==> src/rtl/alu_input_loader_if.sv <==
// Switch/button inputs and latched operand outputs of the ALU front-end loader.
// The board-side driver uses master; the loader itself uses slave.
interface alu_input_loader_if #(
    parameter int NB_DATA = 8,
    parameter int NB_OP   = 6,
    parameter int NB_BTN  = 3
);
    logic [NB_DATA-1:0] i_sw;
    logic [NB_BTN-1:0]  i_button;
    logic [NB_DATA-1:0] o_data_a;
    logic [NB_DATA-1:0] o_data_b;
    logic [NB_OP-1:0]   o_op;
    logic [NB_BTN-1:0]  o_loaded;
    logic               o_ready;

    modport master (
        output i_sw, i_button,
        input  o_data_a, o_data_b, o_op, o_loaded, o_ready
    );

    modport slave (
        input  i_sw, i_button,
        output o_data_a, o_data_b, o_op, o_loaded, o_ready
    );
endinterface

==> src/rtl/alu_input_loader.sv <==
// Synchronises and debounces the three push buttons and latches the switch value
// into operand A, operand B or the opcode on each clean press.
module alu_input_loader #(
    parameter int NB_DATA   = 8,
    parameter int NB_OP     = 6,
    parameter int NB_BTN    = 3,
    parameter int DB_COUNT  = 1000000,
    parameter int NB_DB_CNT = 20
) (
    input  logic              clk,
    input  logic              i_reset,
    alu_input_loader_if.slave bus
);
    localparam logic [NB_DB_CNT-1:0] DB_LAST = NB_DB_CNT'(DB_COUNT - 1);

    logic [NB_BTN-1:0]  sync1_reg;
    logic [NB_BTN-1:0]  sync2_reg;
    logic [NB_BTN-1:0]  stable;
    logic [NB_BTN-1:0]  stable_d_reg;
    logic [NB_BTN-1:0]  press;
    logic [NB_DATA-1:0] data_a_reg;
    logic [NB_DATA-1:0] data_b_reg;
    logic [NB_OP-1:0]   op_reg;
    logic [NB_BTN-1:0]  loaded_reg;
    logic               ready_reg;

    always_ff @(posedge clk) begin
        if (i_reset) begin
            sync1_reg    <= '0;
            sync2_reg    <= '0;
            stable_d_reg <= '0;
        end else begin
            sync1_reg    <= bus.i_button;
            sync2_reg    <= sync1_reg;
            stable_d_reg <= stable;
        end
    end

    // One independent debouncer per button: a level is accepted only after it
    // differs from the current stable level for DB_COUNT consecutive cycles.
    generate
        for (genvar gi = 0; gi < NB_BTN; gi++) begin : g_debounce
            logic                 stable_bit_reg;
            logic [NB_DB_CNT-1:0] cnt_reg;

            always_ff @(posedge clk) begin
                if (i_reset) begin
                    stable_bit_reg <= 1'b0;
                    cnt_reg        <= '0;
                end else if (sync2_reg[gi] == stable_bit_reg) begin
                    cnt_reg <= '0;
                end else if (cnt_reg == DB_LAST) begin
                    stable_bit_reg <= sync2_reg[gi];
                    cnt_reg        <= '0;
                end else begin
                    cnt_reg <= cnt_reg + 1'b1;
                end
            end

            assign stable[gi] = stable_bit_reg;
        end
    endgenerate

    // Rising edge of the debounced level: one cycle per accepted press.
    assign press = stable & ~stable_d_reg;

    always_ff @(posedge clk) begin
        if (i_reset) begin
            data_a_reg <= '0;
            data_b_reg <= '0;
            op_reg     <= '0;
            loaded_reg <= '0;
            ready_reg  <= 1'b0;
        end else begin
            if (press[0]) data_a_reg <= bus.i_sw;
            if (press[1]) data_b_reg <= bus.i_sw;
            if (press[2]) op_reg     <= bus.i_sw[NB_OP-1:0];
            loaded_reg <= loaded_reg | press;
            ready_reg  <= &loaded_reg;
        end
    end

    assign bus.o_data_a = data_a_reg;
    assign bus.o_data_b = data_b_reg;
    assign bus.o_op     = op_reg;
    assign bus.o_loaded = loaded_reg;
    assign bus.o_ready  = ready_reg;
endmodule

==> src/flat_wrapper.sv <==
// flat-port wrapper written by rule: the top's interface ports become plain ports
module alu_input_loader_flat 
#(
    parameter int NB_DATA   = 8,
    parameter int NB_OP     = 6,
    parameter int NB_BTN    = 3,
    parameter int DB_COUNT  = 1000000,
    parameter int NB_DB_CNT = 20
)
  (clk, i_reset, bus_i_sw, bus_i_button, bus_o_data_a, bus_o_data_b, bus_o_op, bus_o_loaded, bus_o_ready);
  alu_input_loader_if #(.NB_DATA(NB_DATA), .NB_OP(NB_OP), .NB_BTN(NB_BTN)) bus_i ();
  input  logic clk;
  input  logic i_reset;
  input wire logic [$bits(bus_i.i_sw)-1:0] bus_i_sw;
  input wire logic [$bits(bus_i.i_button)-1:0] bus_i_button;
  output wire logic [$bits(bus_i.o_data_a)-1:0] bus_o_data_a;
  output wire logic [$bits(bus_i.o_data_b)-1:0] bus_o_data_b;
  output wire logic [$bits(bus_i.o_op)-1:0] bus_o_op;
  output wire logic [$bits(bus_i.o_loaded)-1:0] bus_o_loaded;
  output wire logic [$bits(bus_i.o_ready)-1:0] bus_o_ready;
  assign bus_i.i_sw = bus_i_sw;
  assign bus_i.i_button = bus_i_button;
  assign bus_o_data_a = bus_i.o_data_a;
  assign bus_o_data_b = bus_i.o_data_b;
  assign bus_o_op = bus_i.o_op;
  assign bus_o_loaded = bus_i.o_loaded;
  assign bus_o_ready = bus_i.o_ready;
  alu_input_loader #(.NB_DATA(NB_DATA), .NB_OP(NB_OP), .NB_BTN(NB_BTN), .DB_COUNT(DB_COUNT), .NB_DB_CNT(NB_DB_CNT)) u_core (.clk(clk), .i_reset(i_reset), .bus(bus_i));
endmodule
==> config.mk <==
export PLATFORM = sky130hd
export DESIGN_NAME = alu_input_loader_flat
export DESIGN_NICKNAME = d
export VERILOG_FILES = /design/src/rtl/alu_input_loader_if.sv /design/src/rtl/alu_input_loader.sv /design/src/flat_wrapper.sv
export SDC_FILE = /design/constraint.sdc
export NUM_CORES = 1
export LEC_CHECK = 0
export CAP_MARGIN = 40
export CORE_MARGIN = 8
export CORE_UTILIZATION = 61
export DETAILED_ROUTE_END_ITERATION = 10
export GPL_ROUTABILITY_DRIVEN = 0
export PLACE_DENSITY = 0.82
export SETUP_SLACK_MARGIN = 0.3
export SLEW_MARGIN = 20
export SYNTH_ARGS = -nofsm -noshare
export SYNTH_HDL_FRONTEND = slang
export SYNTH_SLANG_ARGS = --single-unit
==> constraint.sdc <==
create_clock -name clk -period 3.9 [get_ports clk]
set_input_delay 0.39 -clock clk [delete_from_list [all_inputs] [get_ports clk]]
set_output_delay 0.39 -clock clk [all_outputs]
set_load 0.02 [all_outputs]
### Word-level counts from Yosys, hierarchy flattened

Cells that the tools add are included.

| storage, ports and cells | value |
|---|---|
| bits in registers | 98 |
| bits in latches | 0 |
| RAM bits | 0 |
| bits in read-only memories | 0 |
| logic and storage cells | 36 |
| memories kept | 0 |

| cells by class | value |
|---|---|
| add/sub/neg operators | 3 |
| $mul | 0 |
| divide/modulo/power cells | 0 |
| order comparisons | 0 |
| equal/unequal tests | 6 |
| shift-type cells | 0 |
| muxes and demuxes | 0 |
| bitwise logic cells | 6 |
| reductions and logical operators | 7 |

Operators with widths:

| operator | number |
|---|---|
| $add A20 B1 Y20 const B | 3 |
| $eq A20 B20 Y1 const B | 3 |
| $reduce_or A3 Y1 | 3 |
| $reduce_and A2 Y1 | 3 |
| $and A3 B3 Y3 | 1 |
| $eq A1 B1 Y1 | 3 |
| $not A1 Y1 | 3 |
| $not A3 Y3 | 1 |
| $or A3 B3 Y3 | 1 |
| $reduce_and A3 Y1 | 1 |

### Depth between registers and ports, before layout

Gate-level depths: netlist (run 1).

| logic depth | value |
|---|---|
| word-level depth | 3 |
| depth in mapped cells | 7 |

### Worst setup path before layout (run 1)

OpenSTA, ideal clock, no wires.

| timing | value |
|---|---|
| path type | reg2reg |
| start point | register u_core.g_debounce[2].cnt_reg[0] |
| end point | register u_core.g_debounce[2].cnt_reg[18] |
| setup time | 0.072 ns |
| data arrival time | 1.672 ns |
| slack | 2.156 ns |
| stages on the path, launching flop included | 6 |
| buffers on the path | 0 |
| clock period less this slack | 1.744 ns |
| path through | dfxtp_1 -> ha_1 -> nand3_1 -> or3_1 -> or4_1 -> a21oi_1 |

| between the ends | value |
|---|---|
| cells in the longest elaborated chain, start to end | 2 |
| elaborated cells on any way between the ends | 3 |
| those cells by class | add/sub: 1; eq/ne: 1; reduce/logical: 1 |

RTL lines:

| item | RTL line | source |
|---|---|---|
| start, declared | alu_input_loader.sv:44 | `logic [NB_DB_CNT-1:0] cnt_reg;` |
| start signal, assigned | alu_input_loader.sv:56 | `cnt_reg <= cnt_reg + 1'b1;` |
| parallel branches: the longest is 2 deep, another holds $add A20 B1 Y20 | - |  |

Parallel ways; which one is timed is not known.
A chain may end at the register's enable or synchronous reset.

### Final worst setup path (run 1)

| timing | value |
|---|---|
| start point | register u_core.g_debounce[0].cnt_reg[0] |
| end point | register u_core.g_debounce[0].cnt_reg[7] |

| between the ends | value |
|---|---|
| cells in the longest elaborated chain, start to end | 2 |
| elaborated cells on any way between the ends | 3 |
| those cells by class | add/sub: 1; eq/ne: 1; reduce/logical: 1 |

RTL lines:

| item | RTL line |
|---|---|
| start, declared | alu_input_loader.sv:44 |
| start signal, assigned | alu_input_loader.sv:56 |
| parallel branches: the longest is 2 deep, another holds $add A20 B1 Y20 | - |

Parallel ways; which one is timed is not known.

==> results.json, run 1 <==
{
  "p_per_area_mw_per_mm2": 355.8,
  "rows": 29,
  "nFillCells": 466,
  "top_layer_used": "met4",
  "mostFrequentLayoutCells": "dfxtp_1, nor2_1, nand2_1",
  "cp_max_fo": 19,
  "num_vias": 3255,
  "largest_reg_flops": 60,
  "holdBufCountCts": 0,
  "rsz0062_at_grt": "false",
  "postCtsResizedCells": 0,
  "wl_met3_um": 468,
  "wl_met2_um": 3844,
  "min_period_ps": 2097,
  "grt_max_degree": 43,
  "fmax_mhz": 476.8,
  "cp.required_ps": 4120,
  "hold_viol_final": 0,
  "nets": 511,
  "ir_worst_vdd_mv": 0.2499,
  "wire_per_inst_um": 14.20,
  "cp-end-kind": "flip-flop",
  "totalNegativeSetupSlack_ps": 0,
  "clkSinkCount": 98,
  "crit_path_start_kind": "flip-flop",
  "grt_pass1_vias": 3244,
  "cts_setup_buffers": 0,
  "drtPass1Iterations": 4,
  "synth.yosys.warnings": 0,
  "io_buffers": 38,
  "antenna_found_initial": 0,
  "post_route_cells_drive_above_1_share_pct": 4.800,
  "cts-buffers-inserted": 9,
  "insertion_delay_ps": 360,
  "yosysSeqAreaShare_pct": 48.61,
  "finalSetupViolCount": 0,
  "yosys-top-cells-area": "dfxtp_1, nor2_1, xnor2_1",
  "ys_seq_elements": 98,
  "clk_pin_slew_worst_paths_ps": 90,
  "die_h_um": 97.35,
  "p_leak_uw": 0.001452,
  "hp-class": "flip-flop to flip-flop",
  "worst_pin_slew_ps": 744.3,
  "dieWidth_um": 97.35,
  "yosysTopAreaCell": "dfxtp_1",
  "overflow": 0,
  "area_growth_pct": 14.97,
  "slew_viol_final": 0,
  "maxSlewHeadroom_pct": 50.37,
  "core_mm2": 0.006386,
  "io-pin-count": 39,
  "arrival_ps": 2320,
  "power_uw": 1651,
  "htreeDepth": 3,
  "synthDominantCellAreaShare_pct": 48.61,
  "drt-total-wl_um": 8194,
  "syn_avg_cell_area_um2": 8.718,
  "initial_core_util_pct": 63.21,
  "die_area_mm2": 0.009476,
  "synth_fp_nets": 479,
  "syn_area_mm2": 0.004036,
  "first_iter_violations": 95,
  "outcome": "completed",
  "drcViolationCount": 0,
  "clock-root-buffer": "clkbuf_8",
  "wirelength_met1_um": 3742,
  "skew_ps": 9.439,
  "grt_first_pass_wirelength_um": 14310,
  "clock_path_buffers": 2,
  "track_usage_pct": 17.82,
  "critPathKind": "flip-flop to flip-flop",
  "hpwl_um": 5799,
  "synth_cells": 463,
  "final_common_cell": "dfxtp_1",
  "dp_cells": 561,
  "final_cells": 577,
  "whs_path_depth": 1,
  "n_antenna_cell": 0,
  "detail-route-antenna-nets": 0,
  "reg2reg_depth": 5,
  "period_share_pct": 53.77,
  "viasPerCell": 5.641,
  "cap_violations": 0,
  "cts_tree": "done",
  "yosys.cell_types.count": 39
}
## cell usage after synthesis, drive strengths merged
library cell	n
dfxtp	98
nor2	57
nand2	51
a21oi	36
nand3	23
xnor2	23
xor2	17
nand4	15
o21ai	14
clkbuf	13
inv	12
or3	12
nor2b	11
nor3	11
and3	9
buf	6
mux2i	6
nor4	6
nor4b	6
o31ai	6
or4	6
nand2b	5
and4	4
ha	3
and2	2
nand4b	2
nor4bb	2
or4b	2
nand3b	1
o21a	1
o21ba	1
o21bai	1
o41ai	1
## cells by family (layout without fill, tap and decap cells)
group | Yosys count | count (layout) | synth area share (%)
buffers and inverters | 31 | 68 | 3.100
AO/OA/AOI/OAI | 60 | 60 | 8.246
adder cells (fa/ha/maj) | 3 | 3 | 0.9300
flip-flops | 98 | 98 | 48.61
AND/OR/NAND/NOR | 225 | 225 | 28.95
multiplexers | 6 | 6 | 1.488
XOR/XNOR | 40 | 40 | 8.679
## cell type report
cell class | count | area [um^2] | share of cell area [%]
well taps | 77 | 96.34 | 2.076
clock inverters | 5 | 37.54 | 0.8088
repair buffers | 40 | 395.4 | 8.520
flip-flops and latches | 98 | 1962 | 42.28
multi-input cells | 334 | 1953 | 42.09
inverters | 12 | 45.04 | 0.9706
clock buffers | 11 | 151.4 | 3.262
## worst max-delay path, cell delays in order (launching register included)
cell,delay [ps]
dfxtp_1,390
ha_1,220
and3_1,340
nand3_1,230
o21ai_2,660
nor2_1,120
## layer usage
metal | vias up | GRT usage [%]
met3 | 12 | 5.334
met5 | - | 0
li1 | 1669 | -
met2 | 55 | 29.27
met1 | 1519 | 21.12
met4 | 0 | 7.459
## report_power, final
| group | switching [uW] | internal (uW) | total (uW) |
|---|---|---|---|
| registers | 2.17 | 1000 | 1010 |
| logic | 16.7 | 15.8 | 32.5 |
| clock network | 344 | 269 | 613 |
## metrics by stage
step	instance area, um^2	worst slack [ps]	hold WS (ps)	utilization (%)
5_1_grt	4641	1561	477.5	72.67
3_5_place_dp	4452	1813	424.2	69.71
6_report	4641	1803	441.2	72.67
3_3_place_gp	4448	1696	417.1	69.65
2_1_floorplan	4036	2156	413.8	-
4_1_cts	4641	1787	445.8	72.67
## final timing paths
path	startpoint	to	slack [ps]
worst max-delay path	u_core.g_debounce[0].cnt_reg[0]$_SDFF_PP0_	u_core.g_debounce[0].cnt_reg[7]$_SDFF_PP0_	1800
worst min-delay path	u_core.sync1_reg[1]$_SDFF_PP0_	u_core.sync2_reg[1]$_SDFF_PP0_	440
worst max register to register	u_core.g_debounce[0].cnt_reg[0]$_SDFF_PP0_	u_core.g_debounce[0].cnt_reg[7]$_SDFF_PP0_	1800
worst min register to register	u_core.sync1_reg[1]$_SDFF_PP0_	u_core.sync2_reg[1]$_SDFF_PP0_	440
Note: power is estimated with default switching activity, not from simulation.
==> run 2, diff against run 1 <==
CORE_UTILIZATION = 56   (was 61)
PLACE_DENSITY = 0.76   (was 0.82)
clock period = 2.2 ns   (was 3.9 ns; I/O delays follow)
==> run 2 against run 1 <==
Sequential cell count unchanged. Global-route usage is 1.0 points lower. Register-to-register slack got worse by 1400 ps. Total power is 81% higher. Combinational power is 86% higher. Design area up 1.4%. Cell count increased by 4.3%.
==> results.json, run 2 (synthesized netlist as in run 1, its figures left out) <==
{
  "outcome": "completed",
  "p_seq_share_pct": 59.6,
  "path_cells": "ha_2, nand3_1, or3_4, or4_1, a21oi_1",
  "hold_viol_final": 0,
  "cts_setup_buffers": 0,
  "grt_max_degree": 25,
  "drt-total-wl_um": 8050,
  "p_clk_share_pct": 38.4,
  "totalNegativeSetupSlack_ps": 0,
  "n_antenna_cell": 0,
  "overflow": 0,
  "clock-root-buffer": "clkbuf_8",
  "nFillCells": 586,
  "die_h_um": 100.9,
  "cap_violations": 0,
  "hp-class": "input port to flip-flop",
  "core_mm2": 0.007098,
  "antenna_found_initial": 0,
  "rsz0062_at_grt": "false",
  "cp-end-kind": "flip-flop",
  "htreeDepth": 3,
  "clock_path_buffers": 2,
  "nets": 514,
  "die_area_mm2": 0.01018,
  "drtPass1Iterations": 4,
  "mostFrequentLayoutCells": "dfxtp_1, nor2_1, nand2_1",
  "num_vias": 3263,
  "hpwl_um": 5548,
  "holdBufCountCts": 0,
  "utilization_pct": 66.28,
  "cts_tree": "done",
  "power_switching_uw": 622.5,
  "clkSinkCount": 98,
  "arrival_ps": 2090,
  "postCtsResizedCells": 0,
  "fmax_mhz": 558.4,
  "first_iter_violations": 109,
  "worst_pin_slew_ps": 728.0,
  "pwr-share-comb_pct": 2.0,
  "area_growth_pct": 16.55,
  "insertion_delay_ps": 350,
  "cp.required_ps": 2490,
  "intPower_uw": 2367,
  "maxSlewHeadroom_pct": 51.37,
  "clk_pin_slew_worst_paths_ps": 90,
  "wire_per_inst_um": 13.37,
  "cp_max_fo": 5,
  "slowest_stage": "or4_1",
  "finalSetupViolCount": 0,
  "grt_pass1_vias": 3208,
  "critPathKind": "flip-flop to flip-flop",
  "skew_ps": 10.04,
  "io_buffers": 38,
  "rows": 31,
  "slowest_delay_ps": 480,
  "largest_reg_flops": 60,
  "detail-route-antenna-nets": 0,
  "dp_cells": 586,
  "drcViolationCount": 0,
  "min_period_ps": 1791,
  "p_leak_uw": 0.001469,
  "period_share_pct": 81.41,
  "dieWidth_um": 100.9,
  "power.share.switching_pct": 20.82,
  "initial_core_util_pct": 56.87,
  "cts-buffers-inserted": 9,
  "crit_path_start_kind": "flip-flop",
  "io-pin-count": 39,
  "grt_first_pass_wirelength_um": 14000,
  "post_route_cells_drive_above_1_share_pct": 5.567,
  "final_common_cell": "dfxtp_1",
  "viasPerCell": 5.420,
  "track_usage_pct": 16.79,
  "final_cells": 602,
  "slew_viol_final": 0,
  "p_per_area_mw_per_mm2": 635.5,
  "ir_worst_vdd_mv": 0.4546
}
run 2: layout make-up:
class,instances,area [um^2],share of cell area (%)
well taps,99,123.9,2.633
flip-flops and latches,98,1964,41.76
multi-input cells,334,1957,41.60
clock buffers,12,145.1,3.085
inverters,12,45.04,0.9574
repair buffers,43,417.9,8.883
clock inverters,4,51.30,1.090
run 2: path summary, 6_finish.rpt:
path,start,endpoint,slack (ps),cells past startpoint
worst min-delay path,bus_i_button[1],u_core.sync1_reg[1]$_SDFF_PP0_,430,2
worst min register to register,u_core.g_debounce[2].cnt_reg[0]$_SDFF_PP0_,u_core.g_debounce[2].cnt_reg[0]$_SDFF_PP0_,440,1
worst max register to register,u_core.g_debounce[2].cnt_reg[0]$_SDFF_PP0_,u_core.g_debounce[2].cnt_reg[18]$_SDFF_PP0_,410,5
worst max-delay path,u_core.g_debounce[2].cnt_reg[0]$_SDFF_PP0_,u_core.g_debounce[2].cnt_reg[18]$_SDFF_PP0_,410,5
run 2: critical path, delay by kind of cell, from the launching register on:
| kind | cells | cell delay [ps] |
|---|---|---|
| fa+ha+maj | 1 | 190 |
| compound gates | 1 | 140 |
| simple gates | 3 | 1040 |
| flops | 1 | 360 |
run 2: through the flow:
step	setup WS (ps)	instance area (um^2)	hold slack (ps)	total power [uW]
finish	409.0	4705	426.7	2990
global route	303.0	4705	411.8	3098
CTS	311.5	4695	409.4	3024
detailed placement	326.2	4498	424.2	1885
global placement	404.8	4498	418.3	1884
floorplan	455.9	4036	348.2	1849
run 2: power groups by stage:
stage	clock network, uW	registers (uW)	logic [uW]
2_1_floorplan	0	1820	25.6
3_3_place_gp	0	1820	59.9
3_5_place_dp	0	1820	60.7
4_1_cts	1180	1780	61.0
5_1_grt	1250	1780	66.6
6_report	1150	1780	60.4
run 2: per-layer routing:
layer,share of wire [%],GRT usage (%)
met2,47,28.07
met3,4.5,4.765
met5,0,0
met4,1.6,7.560
met1,47,19.42
==> run 3, diff against run 2 <==
CORE_UTILIZATION = 51   (was 56)
PLACE_DENSITY = 0.73   (was 0.76)
clock period = 1.45 ns   (was 2.2 ns; I/O delays follow)
==> run 3 against run 2 <==
The run now ends with negative setup slack left. Global-route usage increased by 2.8 points. Clock skew increased by 1.9 ps. Largest power group unchanged. Sequential share of layout area shrank 8.6 points. Critical path type unchanged.
==> results.json, run 3 (synthesized netlist as in run 1, its figures left out) <==
{
  "clock_path_buffers": 2,
  "grt_pass1_vias": 3917,
  "viasPerCell": 5.465,
  "insertion_delay_ps": 350,
  "cts-buffers-inserted": 9,
  "finalSetupViolCount": 60,
  "setup_ws_ps": -172.0,
  "path_cells": "nand3_2, or4b_4, o21ai_4, buf_6, a21oi_2",
  "hpwl_um": 7009,
  "drtPass1Iterations": 4,
  "antenna_found_initial": 0,
  "outcome": "finished with violations",
  "cp_max_fo": 5,
  "rows": 32,
  "crit_path_start_kind": "flip-flop",
  "whs_path_depth": 2,
  "slew_viol_final": 0,
  "grt.busiest_layer": "met2",
  "drcViolationCount": 0,
  "slowest_delay_ps": 560,
  "p_leak_uw": 0.002118,
  "critPathTopFamily": "simple AND/OR/NAND/NOR gates",
  "hp-class": "input port to flip-flop",
  "die_h_um": 105.0,
  "n_antenna_cell": 0,
  "initial_core_util_pct": 52.51,
  "worst_pin_slew_ps": 391.6,
  "rrSetupSlack_ps": -170,
  "clkSinkCount": 98,
  "grt_util_met1_pct": 22.66,
  "cp.required_ps": 1680,
  "totalNegativeSetupSlack_ps": -6353,
  "post_route_cells_drive_above_1_share_pct": 48.76,
  "cts_tree": "done",
  "htreeDepth": 3,
  "clock-root-buffer": "clkbuf_8",
  "first_iter_violations": 122,
  "cp-end-kind": "flip-flop",
  "hold_viol_final": 0,
  "slowest_stage": "or4b_4",
  "use_met2_pct": 34.25,
  "ir_worst_vdd_mv": 0.7248,
  "largest_reg_flops": 60,
  "use_met3_pct": 4.545,
  "timing.rr.end": "u_core.g_debounce[1].cnt_reg[17]$_SDFF_PP0_",
  "grt_max_degree": 17,
  "mostFrequentLayoutCells": "buf_4, dfxtp_1, nand2_1",
  "clk_pin_slew_worst_paths_ps": 90,
  "final_common_cell": "buf_4",
  "wire_per_inst_um": 16.03,
  "overflow": 0,
  "area_growth_pct": 51.83,
  "maxSlewHeadroom_pct": 73.65,
  "dieWidth_um": 105.0,
  "grt_first_pass_wirelength_um": 18140,
  "r2r_start": "u_core.g_debounce[1].cnt_reg[16]$_SDFF_PP0_",
  "skew_ps": 11.98,
  "rsz0062_at_grt": "true",
  "arrival_ps": 1850,
  "worst-path-buf-inv": 1,
  "min_period_ps": 1622,
  "p_per_area_mw_per_mm2": 794.2,
  "drt-total-wl_um": 11330,
  "fmax_mhz": 616.5,
  "hp-start": "bus_i_button[2]",
  "core_mm2": 0.007687,
  "io_buffers": 38,
  "nFillCells": 499,
  "track_usage_pct": 19.56,
  "nets": 616,
  "die_area_mm2": 0.01102,
  "critPathKind": "flip-flop to flip-flop",
  "violations": "negative setup slack",
  "whs_endpoint": "u_core.sync1_reg[2]$_SDFF_PP0_",
  "cap_violations": 0,
  "reg2reg_depth": 5,
  "detail-route-antenna-nets": 0,
  "place_ws_ps": -150.0,
  "period_share_pct": 111.9,
  "power_uw": 4867,
  "num_vias": 3864,
  "io-pin-count": 39
}
run 3: cell types whose count changed in the layout (fill, tap and decap cells not counted), moves of 5 or more:
cell             before  now
clkdlybuf4s15_2       0   16
and3_4                0    5
clkdlybuf4s50_1      38   12
nor2_2                0   30
dfxtp_4               0    7
nand3_1              22   16
a21oi_1              36   17
buf_4                 5   91
a21oi_2               0   19
buf_6                 0   15
buf_2                 0    7
dfxtp_2               2   33
nor2_1               57   24
dfxtp_1              96   58
run 3: final cells by class:
| cell class | count | area, um^2 | area share (%) |
|---|---|---|---|
| timing repair buffer | 145 | 1217 | 19.87 |
| multi-input combinational | 334 | 2474 | 40.36 |
| inverter | 12 | 45.04 | 0.7350 |
| clock inverter | 6 | 86.33 | 1.409 |
| sequential | 98 | 2029 | 33.12 |
| clock buffer | 10 | 148.9 | 2.430 |
| tap | 102 | 127.6 | 2.082 |
run 3: metrics by stage:
stage	hold WS [ps]	instances	util [%]	area, um^2
2_1_floorplan	273.2	463	-	4270
3_3_place_gp	420.3	670	69.04	5308
3_5_place_dp	422.0	670	69.04	5308
4_1_cts	352.5	702	77.54	5961
5_1_grt	372.7	707	79.72	6128
6_report	360.0	707	79.72	6128
run 3: how the worst max path moves through the flow:
stage	start	to	slack, ps	cells past startpoint
final	u_core.g_debounce[1].cnt_reg[16]$_SDFF_PP0_	u_core.g_debounce[1].cnt_reg[17]$_SDFF_PP0_	-170	5
after global routing	u_core.g_debounce[2].cnt_reg[1]$_SDFF_PP0_	u_core.g_debounce[2].cnt_reg[16]$_SDFF_PP0_	-230	6
after CTS	u_core.g_debounce[2].cnt_reg[1]$_SDFF_PP0_	u_core.g_debounce[2].cnt_reg[18]$_SDFF_PP0_	-170	5
after detailed placement	u_core.g_debounce[2].cnt_reg[1]$_SDFF_PP0_	u_core.g_debounce[2].cnt_reg[18]$_SDFF_PP0_	-150	5
after global placement	u_core.g_debounce[2].cnt_reg[1]$_SDFF_PP0_	u_core.g_debounce[2].cnt_reg[18]$_SDFF_PP0_	-130	5
after floorplan	u_core.g_debounce[2].cnt_reg[1]$_SDFF_PP0_	u_core.g_debounce[2].cnt_reg[18]$_SDFF_PP0_	-140	5
run 3: where the power goes:
group	internal, uW	total (uW)	switching (uW)
clock	1080	2040	963
combinational	67.9	134	65.6
sequential	2690	2690	6.33
total	3830	4870	1030
run 3: what timing repair did:
action,4_1_cts,5_1_grt
gates cloned,4,0
setup buffers,12,5
resized for setup,155,63
pin swaps,31,12
setup endpoints to repair,87,74
hold buffers,0,0
endpoints found under the hold margin,0,0
run 3: layer usage:
metal,routed length [um],part of all wire (%)
met2,5814,51
met4,275,2.4
met5,0,0
met1,4797,42
met3,446,3.9
